==> config.mk <==
export PLATFORM = sky130hd
export DESIGN_NAME = tensor_issue_arbiter
export DESIGN_NICKNAME = d
export VERILOG_FILES = /design/src/rtl/tensor_issue_arbiter.sv
export SDC_FILE = /design/constraint.sdc
export NUM_CORES = 1
export LEC_CHECK = 0
export BUFFER_PORTS_ARGS = -buffer_cell sky130_fd_sc_hd__buf_2
export CORE_AREA = 2 2 186 188
export DETAILED_ROUTE_END_ITERATION = 7
export DIE_AREA = 0 0 188 190
export PLACE_DENSITY_LB_ADDON = 0.05
export SLEW_MARGIN = 20
export SYNTH_ARGS = -nofsm -noshare
export SYNTH_HDL_FRONTEND = slang
export SYNTH_SLANG_ARGS = --single-unit
export TNS_END_PERCENT = 5
==> constraint.sdc <==
create_clock -name clk -period 6.25 [get_ports clk]
set_input_delay 1.5625 -clock clk [delete_from_list [all_inputs] [get_ports clk]]
set_output_delay 1.5625 -clock clk [all_outputs]
set_load 0.01 [all_outputs]
==> src/rtl/tensor_issue_arbiter.sv <==
`default_nettype none
// +--------------------------------------------------------------------------+
// | tensor_issue_arbiter: round-robin issue of lane requests onto the tensor |
// | core, with an in-order lane tag FIFO steering commit streams back.       |
// | Revision: 1.0                                                            |
// +--------------------------------------------------------------------------+
module tensor_issue_arbiter #(
  parameter int NUM_REQS  = 4,
  parameter int DATA_W    = 64,
  parameter int CDATA_W   = 64,
  parameter int MAX_OUTST = 4
) (
  input  logic                             clk,
  input  logic                             reset,
  input  logic [NUM_REQS-1:0]              req_valid,
  input  logic [NUM_REQS*DATA_W-1:0]       req_data,
  output logic [NUM_REQS-1:0]              req_ready,
  output logic                             disp_valid,
  output logic [DATA_W-1:0]                disp_data,
  input  logic                             disp_ready,
  input  logic                             cmt_in_valid,
  input  logic [CDATA_W-1:0]               cmt_in_data,
  input  logic                             cmt_in_eop,
  output logic                             cmt_in_ready,
  output logic [NUM_REQS-1:0]              cmt_out_valid,
  output logic [CDATA_W-1:0]               cmt_out_data,
  output logic                             cmt_out_eop,
  input  logic [NUM_REQS-1:0]              cmt_out_ready,
  output logic [$clog2(MAX_OUTST+1)-1:0]   outst_cnt,
  output logic                             orphan_err
);

  localparam int c_LANE_W = $clog2(NUM_REQS);
  localparam int c_PTR_W  = $clog2(MAX_OUTST);
  localparam int c_CNT_W  = $clog2(MAX_OUTST+1);

  logic                r_disp_valid;
  logic [DATA_W-1:0]   r_disp_data;
  logic [c_LANE_W-1:0] r_rr_ptr;
  logic [c_PTR_W-1:0]  r_wr_ptr;
  logic [c_PTR_W-1:0]  r_rd_ptr;
  logic [c_CNT_W-1:0]  r_cnt;
  logic                r_orphan_err;
  logic [c_LANE_W-1:0] r_fifo [MAX_OUTST];

  logic [DATA_W-1:0]   w_req_data [NUM_REQS];
  logic [c_LANE_W-1:0] w_scan;
  logic [c_LANE_W-1:0] w_grant_idx;
  logic                w_grant_hit;
  logic                w_can_issue;
  logic                w_push;
  logic                w_pop;
  logic                w_nonempty;
  logic [c_LANE_W-1:0] w_head;
  logic [c_LANE_W-1:0] w_rr_next;

  for (genvar gi = 0; gi < NUM_REQS; gi++) begin : g_unpack
    assign w_req_data[gi] = req_data[gi*DATA_W +: DATA_W];
  end

  // Scan from rr_ptr, wrapping; first valid lane wins.
  always_comb begin
    w_grant_hit = 1'b0;
    w_grant_idx = '0;
    w_scan      = '0;
    for (int k = 0; k < NUM_REQS; k++) begin
      w_scan = c_LANE_W'((int'(r_rr_ptr) + k) % NUM_REQS);
      if (!w_grant_hit && req_valid[w_scan]) begin
        w_grant_hit = 1'b1;
        w_grant_idx = w_scan;
      end
    end
  end

  assign w_can_issue = (!r_disp_valid || disp_ready) && (r_cnt < c_CNT_W'(MAX_OUTST));
  assign w_push      = w_grant_hit && w_can_issue;
  assign w_rr_next   = (w_grant_idx == c_LANE_W'(NUM_REQS-1)) ? '0 : w_grant_idx + 1'b1;

  always_comb begin
    req_ready = '0;
    if (w_push) req_ready[w_grant_idx] = 1'b1;
  end

  // Commit steering is purely combinational through the head tag.
  assign w_nonempty = (r_cnt != '0);
  assign w_head     = r_fifo[r_rd_ptr];

  always_comb begin
    cmt_out_valid = '0;
    if (cmt_in_valid && w_nonempty) cmt_out_valid[w_head] = 1'b1;
  end

  assign cmt_in_ready = cmt_out_ready[w_head] && w_nonempty;
  assign cmt_out_data = cmt_in_data;
  assign cmt_out_eop  = cmt_in_eop;
  assign w_pop        = cmt_in_valid && cmt_in_ready && cmt_in_eop;

  always_ff @(posedge clk or negedge reset) begin
    if (!reset) begin
      r_disp_valid <= 1'b0;
      r_disp_data  <= '0;
      r_rr_ptr     <= '0;
      r_wr_ptr     <= '0;
      r_rd_ptr     <= '0;
      r_cnt        <= '0;
      r_orphan_err <= 1'b0;
    end else begin
      if (w_push) begin
        r_disp_valid <= 1'b1;
        r_disp_data  <= w_req_data[w_grant_idx];
        r_rr_ptr     <= w_rr_next;
        r_wr_ptr     <= r_wr_ptr + 1'b1;
      end else if (disp_ready) begin
        r_disp_valid <= 1'b0;
      end
      if (w_pop) r_rd_ptr <= r_rd_ptr + 1'b1;
      case ({w_push, w_pop})
        2'b10:   r_cnt <= r_cnt + 1'b1;
        2'b01:   r_cnt <= r_cnt - 1'b1;
        default: r_cnt <= r_cnt;
      endcase
      if (cmt_in_valid && !w_nonempty) r_orphan_err <= 1'b1;
    end
  end

  // Tag storage needs no reset: entries are only read behind the write pointer.
  always_ff @(posedge clk) begin
    if (w_push) r_fifo[r_wr_ptr] <= w_grant_idx;
  end

  assign disp_valid = r_disp_valid;
  assign disp_data  = r_disp_data;
  assign outst_cnt  = r_cnt;
  assign orphan_err = r_orphan_err;

endmodule
`default_nettype wire

After elaboration in Yosys (flattened, before gate mapping) --
Memory sizes are Yosys's and may differ from the RTL's. Cells that the tools add are included.
Storage, ports and cells: bits in registers 75, memory bits (writable) 8, input bits 333, word-level logic and storage cells 84, memories 1
Memories:
- r_fifo | words 4, width 2, rd ports 1, clocked after Yosys merged registers in 0, write ports 1, line 44 | logic [c_LANE_W-1:0] r_fifo [MAX_OUTST];
Cells by class: $add $sub $neg 8, $lt $le $gt $ge 10, equality and inequality tests 3, muxes and demuxes 33, bitwise logic cells 1, reduce and logical (&&, ||, !) cells 21
Operators by type and width (number):
- $bmux W64 S2 | 1
- $mux W64 | 2
- $lt A2 B3 Y1 const B | 6
- $mux W1 | 15
- $logic_and A1 B1 Y1 | 12
- $bmux W1 S2 | 5
- $mux W2 | 5
- $add A2 B1 Y2 const B | 4
- $mux W4 | 2
- $pmux W3 S2 | 1
- $logic_not A1 Y1 | 5
- $add A2 B2 Y2 const B | 2
- $demux W1 S2 | 2
- $eq A2 B2 Y1 const B | 2
- $ge A2 B1 Y1 const B | 2
- $reduce_bool A2 Y1 | 2
- $add A3 B1 Y3 const B | 1
- $ge A3 B3 Y1 const B | 1
- $lt A3 B3 Y1 const B | 1
- $not A2 Y3 | 1
- $reduce_bool A3 Y1 | 1
- $sub A3 B1 Y3 const B | 1
- $eq A2 B1 Y1 const B | 1
- $logic_or A1 B1 Y1 | 1

Depth between registers and ports, before layout --
Gate-level depths: netlist of the first run.
word-level depth 17, gate-level depth with buffers 10, depth with buffers taken out 10

Worst setup path before layout of the first run --
Ideal clock, no wire load.
path type in2out, start input port req_valid[1], end output port req_ready[2], arrival time 2774 ps, required time 4688 ps, path slack 1914 ps, cell stages on the path 7, path through mux2_4 -> o221a_4 -> inv_2 -> buf_4 -> buf_2 -> ha_1 -> and2_1
On the way: cells in the longest elaborated chain, start to end 17
Ends and longest elaborated chain:
- from (decl) | line 15 | input logic [NUM_REQS-1:0] req_valid,
- $bmux W1 S2 | line 68 | if (!w_grant_hit && req_valid[w_scan]) begin
- $mux W1 (implied by the code) | line 68
- $mux W1 | line 68
- $logic_not A1 Y1 | line 68
- $logic_and A1 B1 Y1 | line 68
- $mux W1 | line 68
- $logic_not A1 Y1 | line 68
- $logic_and A1 B1 Y1 | line 68
- $mux W1 | line 68
- $logic_not A1 Y1 | line 68
- $logic_and A1 B1 Y1 | line 68
- $mux W2 | line 68
- $lt A2 B3 Y1 (implied by the code) / $ge A2 B1 Y1 (equally long branches) | line 81 | if (w_push) req_ready[w_grant_idx] = 1'b1;
- $logic_and A1 B1 Y1 (implied by the code) | line 81
- $mux W1 (implied by the code) | line 81
- $demux W1 S2 | line 81
- $mux W4 (*) | line 81
- to (decl) | line 17 | output logic [NUM_REQS-1:0] req_ready,
Every way passes the cells marked *; elsewhere a longest branch is shown, timed or not. The select of a mux whose other input is x is not followed.

Worst setup path after layout of the first run --
start input port req_valid[2], end output port req_ready[1]
On the way: cells in the longest elaborated chain, start to end 17
Ends and longest elaborated chain:
- $bmux W1 S2 | line 68
- $mux W1 (implied by the code) | line 68
- $mux W1 | line 68
- $logic_not A1 Y1 | line 68
- $logic_and A1 B1 Y1 | line 68
- $mux W1 | line 68
- $logic_not A1 Y1 | line 68
- $logic_and A1 B1 Y1 | line 68
- [... 2 more ...]
- $logic_and A1 B1 Y1 | line 68
- $mux W2 (*) | line 68
- net w_grant_idx[1] | line 48 | logic [c_LANE_W-1:0] w_grant_idx;
- $lt A2 B3 Y1 (implied by the code) / $ge A2 B1 Y1 (equally long branches) | line 81
- $logic_and A1 B1 Y1 (implied by the code) | line 81
- $mux W1 (implied by the code) | line 81
- $demux W1 S2 (*) | line 81
- $mux W4 (*) | line 81
Mark *: on every way through the listed nets, which the timed path passes. The rest lies on a longest branch. The select of a mux whose other input is x is not followed.

==> flow_metrics.env, run 1 <==
export IMPL_status="complete, no violations"
export IMPL_synth_seq_area_share_pct=36.0
export IMPL_synth_seq_cells=83
export IMPL_clk_pin_slew_ps=70
export IMPL_vias=5958
export IMPL_h_tree_depth=3
export IMPL_gp_congestion=0.739
export IMPL_instances_no_fill=1437
export IMPL_grt_ovfl_total=0
export IMPL_design_area_um2=7800
export IMPL_finalCritPeriodShare_pct=73.2
export IMPL_tns_ps=0
export IMPL_tritoncts="yes"
export IMPL_rsz0062_at_grt="false"
export IMPL_wire_per_inst_um=18.3
export IMPL_synth_area_top_cells="dfrtp_1 (32%), nand2_1 (17%), a211o_1 (9.5%)"
export IMPL_grt_pass1_vias=6258
export IMPL_cp_end_kind="output port"
export IMPL_drt_pre_antenna_iters=4
export IMPL_syn_cell_area_um2=5890
export IMPL_hold_path_class="flop to flop"
export IMPL_final_nets=1317
export IMPL_post_cts_resized=0
export IMPL_vias_per_cell=4.15
export IMPL_power_leakage_nw=4.14
export IMPL_worst_pin_slew_ps=942
export IMPL_yosysWarnings=0
export IMPL_syn_to_final_growth_pct=32.6
export IMPL_crit_path_max_fanout=7
export IMPL_synth_common_cells="nand2_1 (264), dfrtp_1 (75), buf_4 (70)"
export IMPL_synth_top_cell_area_share_pct=31.9
export IMPL_drt_first_iter_violations=231
export IMPL_ioPinCount=476
export IMPL_setup_violations=0
export IMPL_die_area_um2=35700
export IMPL_drc=0
export IMPL_multiInputGateArea_um2=2970
export IMPL_ant_nets=0
export IMPL_cp_required_ps=4690
export IMPL_synth_nets=1064
export IMPL_place_area_um2=7500
export IMPL_fin_total_pwr_w=0.00328
export IMPL_finalHoldViolations=0
export IMPL_vdd_drop_max_mv=0.148
export IMPL_clock_sinks=83
export IMPL_portBuffers=347
export IMPL_start_kind="primary input"
export IMPL_max_cap_violations=0
export IMPL_drt_wl_total_um=26300
export IMPL_dieWidth_um=188
export IMPL_slew_headroom_pct=37.2
export IMPL_yosys_most_used_dff="dfrtp_1"
export IMPL_start_util_pct=17.3
export IMPL_synth_edf_count=8
export IMPL_grt_pass1_wl_um=38600
export IMPL_drv_slew=0
export IMPL_postLayoutCoreUtil_pct=23.0
export IMPL_yosysTopAreaCell="dfrtp_1"
export IMPL_die_y_um=190
export IMPL_synthArstFlopShare_pct=90.4
export IMPL_coreArea_um2=33900
export IMPL_drive_gt1_share_pct=45.1
export IMPL_yosys_cell_count_top_type="nand2_1"
export IMPL_clock_latency_ps=360
export IMPL_clockBufferDepth=2
export IMPL_fin_crit_ps=4580
export IMPL_netlist_instances=721
export IMPL_numCtsBuffers=9
export IMPL_path_class="primary input to output port"
export IMPL_avgSynthCellArea_um2=8.16
export IMPL_arrival_ps=3010
export IMPL_grt_max_degree=68
export IMPL_fmax_mhz=219
export IMPL_track_usage_pct=14.5
export IMPL_cts_setup_buffers=0
export IMPL_postCtsHoldBufs=0
export IMPL_cts_root_buf="clkbuf_16"
export IMPL_p_per_area_nw_per_um2=420
export IMPL_synth_cell_types=39
export IMPL_rows=68
export IMPL_dp_cells=1418
export IMPL_finClkSkew_ps=9.73
export IMPL_regArea_um2=2120
export IMPL_fillCellCount=3855
export IMPL_antenna_found_initial=9
export IMPL_hpwl_um=19100
## stage by stage
| stage | hold WS (ps) | worst slack (ps) |
|---|---|---|
| final | 472 | 1670 |
| after global routing | 501 | 1510 |
| after CTS | 474 | 1660 |
| after detailed placement | 453 | 1670 |
| after global placement | 436 | 1690 |
| after floorplan | 481 | 1910 |
## layer usage
| layer | global-route usage, % | vias to the layer above | share of wire (%) |
|---|---|---|---|
| met3 | 5.46 | 93 | 7.5 |
| met2 | 24.3 | 213 | 49 |
| met4 | 6.69 | 8 | 3.8 |
| li1 | - | 2866 | - |
| met5 | 0 | - | 0.20 |
| met1 | 16.2 | 2778 | 40 |
## placed cells by master, fill, tap and decap left out, drive strengths merged
cell      instances
xor2              3
o21ai             3
clkinv            2
edfxtp            8
o221a             1
and3              2
mux2              1
nand2b            1
dfrtp            75
diode             4
or3               1
buf             356
xnor2             3
nor3b             1
or3b              1
clkinvlp          1
and2              8
bufinv            1
nand4             1
o21bai            1
clkbuf           11
mux2i             4
a21boi            1
a311oi            1
a21oi           129
nor2b             4
a211o            64
fa                1
nor2              4
nor4              1
a21o              1
ha                9
mux4              2
inv              10
nand2           264
nor3              2
## report_power, final
| part | switching [W] | internal, W |
|---|---|---|
| clock network | 0.000243 | 0.000319 |
| logic | 0.00108 | 0.000684 |
| registers | 0.000151 | 0.000801 |
| total | 0.00148 | 0.00180 |
## worst max-delay path, cell delays in order
cell and delay [ps]:
buf_2 130, nor2b_1 170, a311oi_2 90, nor2_1 470, inv_1 130, ha_1 200, and2_1 130, buf_2 130
## cell families after synthesis
family / after synthesis / share of synthesized area, %
fa+ha+maj: 10 / 2.25
simple gates: 290 / 19.7
xor+xnor: 6 / 0.893
flops: 83 / 36.0
compound gates: 201 / 25.6
mux: 7 / 1.70
buf+inv: 124 / 13.8
## cell type report
type	count	share of cell area, %
multi-input combinational	514	38.0
clock inverter	4	0.657
tap	455	7.29
timing repair buffer	356	23.1
clock buffer	11	3.11
inverter	10	0.513
antenna	4	0.128
sequential	83	27.1
## path summary, 6_finish.rpt
path / end / slack (ps) / cells after the start / start
worst max-delay path: req_ready[1] / 1670 / 8 / req_valid[2]
worst max register to register: disp_data[29]$_DFFE_PN0N_ / 3200 / 8 / r_rr_ptr[1]$_DFFE_PN0N_
max in group asynchronous: disp_data[25]$_DFFE_PN0N_ / 4010 / 2 / reset
worst min register to register: orphan_err$_DFFE_PN0P_ / 470 / 1 / orphan_err$_DFFE_PN0P_
worst min-delay path: orphan_err$_DFFE_PN0P_ / 470 / 1 / orphan_err$_DFFE_PN0P_
min in group asynchronous: disp_data[61]$_DFFE_PN0N_ / 1150 / 1 / reset
## flip-flops by register name, summed over array words and instances (netlist names)
name	count
disp_data	64
disp_valid	1
orphan_err	1
outst_cnt	3
r_fifo	8
r_rd_ptr	2
r_rr_ptr	2
r_wr_ptr	2
Power figures use the tool's default switching activity.
==> inputs of run 2 (changes only) <==
--- a/config.mk
+++ b/config.mk
@@ -6,9 +6,9 @@
 export NUM_CORES = 1
 export LEC_CHECK = 0
 export BUFFER_PORTS_ARGS = -buffer_cell sky130_fd_sc_hd__buf_2
-export CORE_AREA = 2 2 186 188
+export CORE_AREA = 2 2 187 189
 export DETAILED_ROUTE_END_ITERATION = 7
-export DIE_AREA = 0 0 188 190
+export DIE_AREA = 0 0 189 191
 export PLACE_DENSITY_LB_ADDON = 0.05
 export SLEW_MARGIN = 20
 export SYNTH_ARGS = -nofsm -noshare
==> constraint.sdc (replaced) <==
create_clock -name clk -period 4.6 [get_ports clk]
set_input_delay 1.15 -clock clk [delete_from_list [all_inputs] [get_ports clk]]
set_output_delay 1.15 -clock clk [all_outputs]
set_load 0.01 [all_outputs]
==> flow_metrics.env, run 2 (same netlist as run 1, synthesis figures left out) <==
export IMPL_dieWidth_um=189
export IMPL_drc=0
export IMPL_path_buf_inv=3
export IMPL_r2r_cells=10
export IMPL_hold_path_class="flop to flop"
export IMPL_drv_slew=0
export IMPL_slowest_delay_ps=430
export IMPL_hold_worst_slack_ps=463
export IMPL_multiInputGateArea_um2=2970
export IMPL_clk_pin_slew_ps=60
export IMPL_vias_per_cell=4.13
export IMPL_cp_slowest_cell="nor2_1"
export IMPL_wire_per_inst_um=18.6
export IMPL_die_y_um=191
export IMPL_clock_sinks=83
export IMPL_rows=68
export IMPL_crit_top_cell="buf_2"
export IMPL_hpwl_um=19500
export IMPL_ant_nets=0
export IMPL_antenna_found_initial=8
export IMPL_final_common_cell="buf_2"
export IMPL_drt_pre_antenna_iters=4
export IMPL_portBuffers=347
export IMPL_cts_root_buf="clkbuf_16"
export IMPL_vdd_drop_max_mv=0.238
export IMPL_grt_max_degree=71
export IMPL_die_area_um2=36100
export IMPL_tns_ps=0
export IMPL_ioPinCount=476
export IMPL_fillCellCount=3864
export IMPL_grt_pass1_wl_um=39400
export IMPL_design_area_um2=7820
export IMPL_drt_first_iter_violations=168
export IMPL_cp_end_kind="output port"
export IMPL_worst_pin_slew_ps=1040
export IMPL_path_cells="buf_2 -> nor2b_1 -> a311oi_2 -> nor2_1 -> inv_1 -> ha_1 -> and2_1 -> buf_2"
export IMPL_status="complete, no violations"
export IMPL_rsz0062_at_grt="false"
export IMPL_p_per_area_nw_per_um2=571
export IMPL_final_cell_mix="buf_2 (346), nand2_1 (264), dfrtp_1 (75), a21oi_1 (69), a211o_1 (64)"
export IMPL_grt_pass1_vias=6395
export IMPL_path_class="primary input to output port"
export IMPL_slew_headroom_pct=30.6
export IMPL_cts_setup_buffers=0
export IMPL_cp_depth=8
export IMPL_fin_crit_ps=3680
export IMPL_crit_path_max_fanout=7
export IMPL_final_nets=1317
export IMPL_drt_wl_total_um=26800
export IMPL_finClkSkew_ps=6.64
export IMPL_finalHoldViolations=0
export IMPL_syn_to_final_growth_pct=32.9
export IMPL_gp_congestion=0.748
export IMPL_vias=5938
export IMPL_cp_required_ps=3450
export IMPL_arrival_ps=2530
export IMPL_place_area_um2=7530
export IMPL_tritoncts="yes"
export IMPL_setup_violations=0
export IMPL_finalCritPeriodShare_pct=79.9
export IMPL_track_usage_pct=14.7
export IMPL_start_kind="primary input"
export IMPL_coreArea_um2=34100
export IMPL_fmax_mhz=272
export IMPL_regArea_um2=2120
export IMPL_post_cts_resized=0
export IMPL_largest_reg_flops=64
export IMPL_h_tree_depth=3
export IMPL_drive_gt1_share_pct=45.0
export IMPL_holdPathStages=1
export IMPL_clock_latency_ps=360
export IMPL_start_util_pct=17.3
export IMPL_postCtsHoldBufs=0
export IMPL_power_leakage_nw=4.15
export IMPL_grt_ovfl_total=0
export IMPL_numCtsBuffers=9
export IMPL_max_cap_violations=0
export IMPL_clockBufferDepth=2
export IMPL_crit_family="simple AND/OR/NAND/NOR gates"
run 2: cell count changes in the layout (fill, tap and decap cells not counted), sizes merged:
cell,change
clkbuf,+3
bufinv,-1
clkinvlp,-1
diode,+1
run 2: cell type report:
cell class / instances / area share, %
diodes: 5 / 0.160
clock inverters: 2 / 0.128
flip-flops and latches: 83 / 27.1
clock buffers: 14 / 3.50
multi-input cells: 514 / 37.9
inverters: 10 / 0.512
well taps: 455 / 7.28
repair buffers: 356 / 23.4
run 2: power breakdown:
group / switching, W / internal (W)
combinational: 0.00148 / 0.000943
clock: 0.000337 / 0.000410
sequential: 0.000210 / 0.00109
run 2: through the flow:
step / setup WS, ps / util [%] / power, W / std cells
floorplan: 1090 / - / 0.00293 / 721
global placement: 850 / 22.1 / 0.00384 / 1418
detailed placement: 879 / 22.1 / 0.00381 / 1418
CTS: 875 / 22.9 / 0.00460 / 1434
global route: 742 / 22.9 / 0.00488 / 1438
finish: 923 / 22.9 / 0.00447 / 1439
run 2: routing by layer:
layer	wire, um	global-route usage, %	up-vias
li1	-	-	2869
met3	1660	4.20	89
met2	13700	25.7	195
met5	43	0	-
met4	1160	8.44	6
met1	10300	15.9	2779
run 2: worst paths after layout:
| path | start | slack (ps) | endpoint |
|---|---|---|---|
| setup / recovery | req_valid[2] | 920 | req_ready[0] |
| hold / removal | orphan_err$_DFFE_PN0P_ | 460 | orphan_err$_DFFE_PN0P_ |
| setup reg to reg | r_rd_ptr[0]$_DFFE_PN0P_ | 1730 | outst_cnt[2]$_DFFE_PN0P_ |
| hold reg to reg | orphan_err$_DFFE_PN0P_ | 460 | orphan_err$_DFFE_PN0P_ |
| max in group asynchronous | reset | 2830 | disp_data[43]$_DFFE_PN0N_ |
| min in group asynchronous | reset | 880 | disp_data[0]$_DFFE_PN0N_ |
run 2: worst register-to-register path, stage by stage (launching register included):
cell and delay (ps):
dfrtp_1 470, mux4_2 630, mux2i_1 160, mux2i_1 260, and3_1 240, ha_1 200, inv_1 60, fa_1 370
xor2_1 150, nor2_1 110, xor2_1 140
==> inputs of run 3 (changes only) <==
==> constraint.sdc (replaced) <==
create_clock -name clk -period 3.6 [get_ports clk]
set_input_delay 0.9 -clock clk [delete_from_list [all_inputs] [get_ports clk]]
set_output_delay 0.9 -clock clk [all_outputs]
set_load 0.01 [all_outputs]
==> flow_metrics.env, run 3 (same netlist as run 1, synthesis figures left out) <==
export IMPL_vias=5938
export IMPL_numCtsBuffers=9
export IMPL_wire_per_inst_um=18.1
export IMPL_cp_end_kind="output port"
export IMPL_clock_sinks=83
export IMPL_post_cts_resized=0
export IMPL_track_usage_pct=14.1
export IMPL_grt_pass1_vias=6242
export IMPL_largest_reg_flops=64
export IMPL_syn_to_final_growth_pct=34.1
export IMPL_hpwl_um=19200
export IMPL_antenna_found_initial=8
export IMPL_die_y_um=191
export IMPL_cts_setup_buffers=0
export IMPL_clockBufferDepth=2
export IMPL_drt_pre_antenna_iters=5
export IMPL_instances_no_fill=1438
export IMPL_postCtsHoldBufs=0
export IMPL_p_per_area_nw_per_um2=736
export IMPL_drc=0
export IMPL_rsz0062_at_grt="false"
export IMPL_dieWidth_um=189
export IMPL_tns_ps=0
export IMPL_grt_max_degree=129
export IMPL_clk_pin_slew_ps=70
export IMPL_die_area_um2=36100
export IMPL_reg2reg_slack_ps=760
export IMPL_grt_pass1_wl_um=38100
export IMPL_clock_latency_ps=360
export IMPL_fin_crit_ps=3200
export IMPL_final_cell_mix="buf_2 (346), nand2_1 (264), dfrtp_1 (75), a21oi_1 (69), a211o_1 (64)"
export IMPL_setup_violations=0
export IMPL_grt_ovfl_total=0
export IMPL_max_cap_violations=0
export IMPL_finClkSkew_ps=4.96
export IMPL_ioPinCount=476
export IMPL_drive_gt1_share_pct=45.3
export IMPL_drv_slew=0
export IMPL_final_nets=1318
export IMPL_cp_required_ps=2700
export IMPL_h_tree_depth=3
export IMPL_portBuffers=347
export IMPL_ant_nets=0
export IMPL_start_kind="primary input"
export IMPL_coreArea_um2=34100
export IMPL_crit_path_max_fanout=7
export IMPL_vias_per_cell=4.13
export IMPL_slew_headroom_pct=43.7
export IMPL_vdd_drop_max_mv=0.299
export IMPL_finalCritPeriodShare_pct=88.9
export IMPL_power_leakage_nw=4.19
export IMPL_rows=68
export IMPL_drt_wl_total_um=26000
export IMPL_fmax_mhz=313
export IMPL_arrival_ps=2300
export IMPL_start_util_pct=17.3
export IMPL_final_common_cell="buf_2"
export IMPL_tritoncts="yes"
export IMPL_worst_pin_slew_ps=844
export IMPL_hold_path_class="flop to flop"
export IMPL_fillCellCount=3878
export IMPL_drt_first_iter_violations=187
export IMPL_gp_congestion=0.747
export IMPL_status="complete, no violations"
export IMPL_finalHoldViolations=0
export IMPL_path_class="primary input to output port"
export IMPL_cts_root_buf="clkbuf_16"
export IMPL_dp_cells=1419
[run 3: changes by cell type in the layout (fill, tap and decap cells not counted), sizes merged]
| cell | before | now |
|---|---|---|
| buf | 356 | 357 |
| bufinv | 0 | 2 |
| clkbuf | 14 | 9 |
| clkinv | 2 | 5 |
| diode | 5 | 3 |
[run 3: final cells by class]
| type | instances | area (um^2) | share of cell area, % |
|---|---|---|---|
| Antenna cell | 3 | 7.51 | 0.0951 |
| Clock buffer | 9 | 225 | 2.85 |
| Clock inverter | 7 | 92.6 | 1.17 |
| Inverter | 10 | 40.0 | 0.507 |
| Tap cell | 455 | 569 | 7.21 |
| Sequential cell | 83 | 2120 | 26.8 |
| Timing Repair Buffer | 357 | 1880 | 23.8 |
| Multi-Input combinational cell | 514 | 2970 | 37.6 |
[run 3: worst max-delay path, cell delays in order]
cell      delay (ps)
buf_2            130
nor2b_1          170
a311oi_2          90
nor2_1           420
inv_1            130
ha_1             200
and2_1           130
buf_2            130
[run 3: metal layers]
metal | share of wire [%] | vias up | GRT usage (%) | routed length [um]
li1 | - | 2871 | - | -
met1 | 36 | 2783 | 14.7 | 9490
met3 | 7.1 | 79 | 4.57 | 1840
met5 | 0.18 | - | 0 | 46
met2 | 53 | 195 | 25.5 | 13800
met4 | 3.3 | 10 | 7.33 | 856
[run 3: power by group]
part / total (W) / switching [W] / internal, W
clock network: 0.00105 / 0.000444 / 0.000608
logic: 0.00311 / 0.00188 / 0.00123
registers: 0.00165 / 0.000261 / 0.00139
[run 3: final timing paths]
check                                         from                   endpoint  depth (start not counted)
min                         orphan_err$_DFFE_PN0P_     orphan_err$_DFFE_PN0P_                          1
max in group asynchronous                    reset  disp_data[42]$_DFFE_PN0N_                          2
min reg2reg                 orphan_err$_DFFE_PN0P_     orphan_err$_DFFE_PN0P_                          1
max                                   req_valid[2]               req_ready[0]                          8
min in group asynchronous                    reset   disp_data[0]$_DFFE_PN0N_                          1
max reg2reg                r_rd_ptr[0]$_DFFE_PN0P_   outst_cnt[2]$_DFFE_PN0P_                         11
[run 3: per-stage QoR]
| step | power, W | util [%] | hold WS (ps) | setup slack, ps | area (um^2) |
|---|---|---|---|---|---|
| floorplan | 0.00374 | - | 481 | 589 | 5890 |
| global placement | 0.00494 | 22.2 | 452 | 350 | 7570 |
| detailed placement | 0.00489 | 22.2 | 461 | 355 | 7570 |
| CTS | 0.00601 | 23.1 | 481 | 353 | 7890 |
| global route | 0.00636 | 23.1 | 500 | 190 | 7890 |
| finish | 0.00581 | 23.1 | 473 | 401 | 7900 |
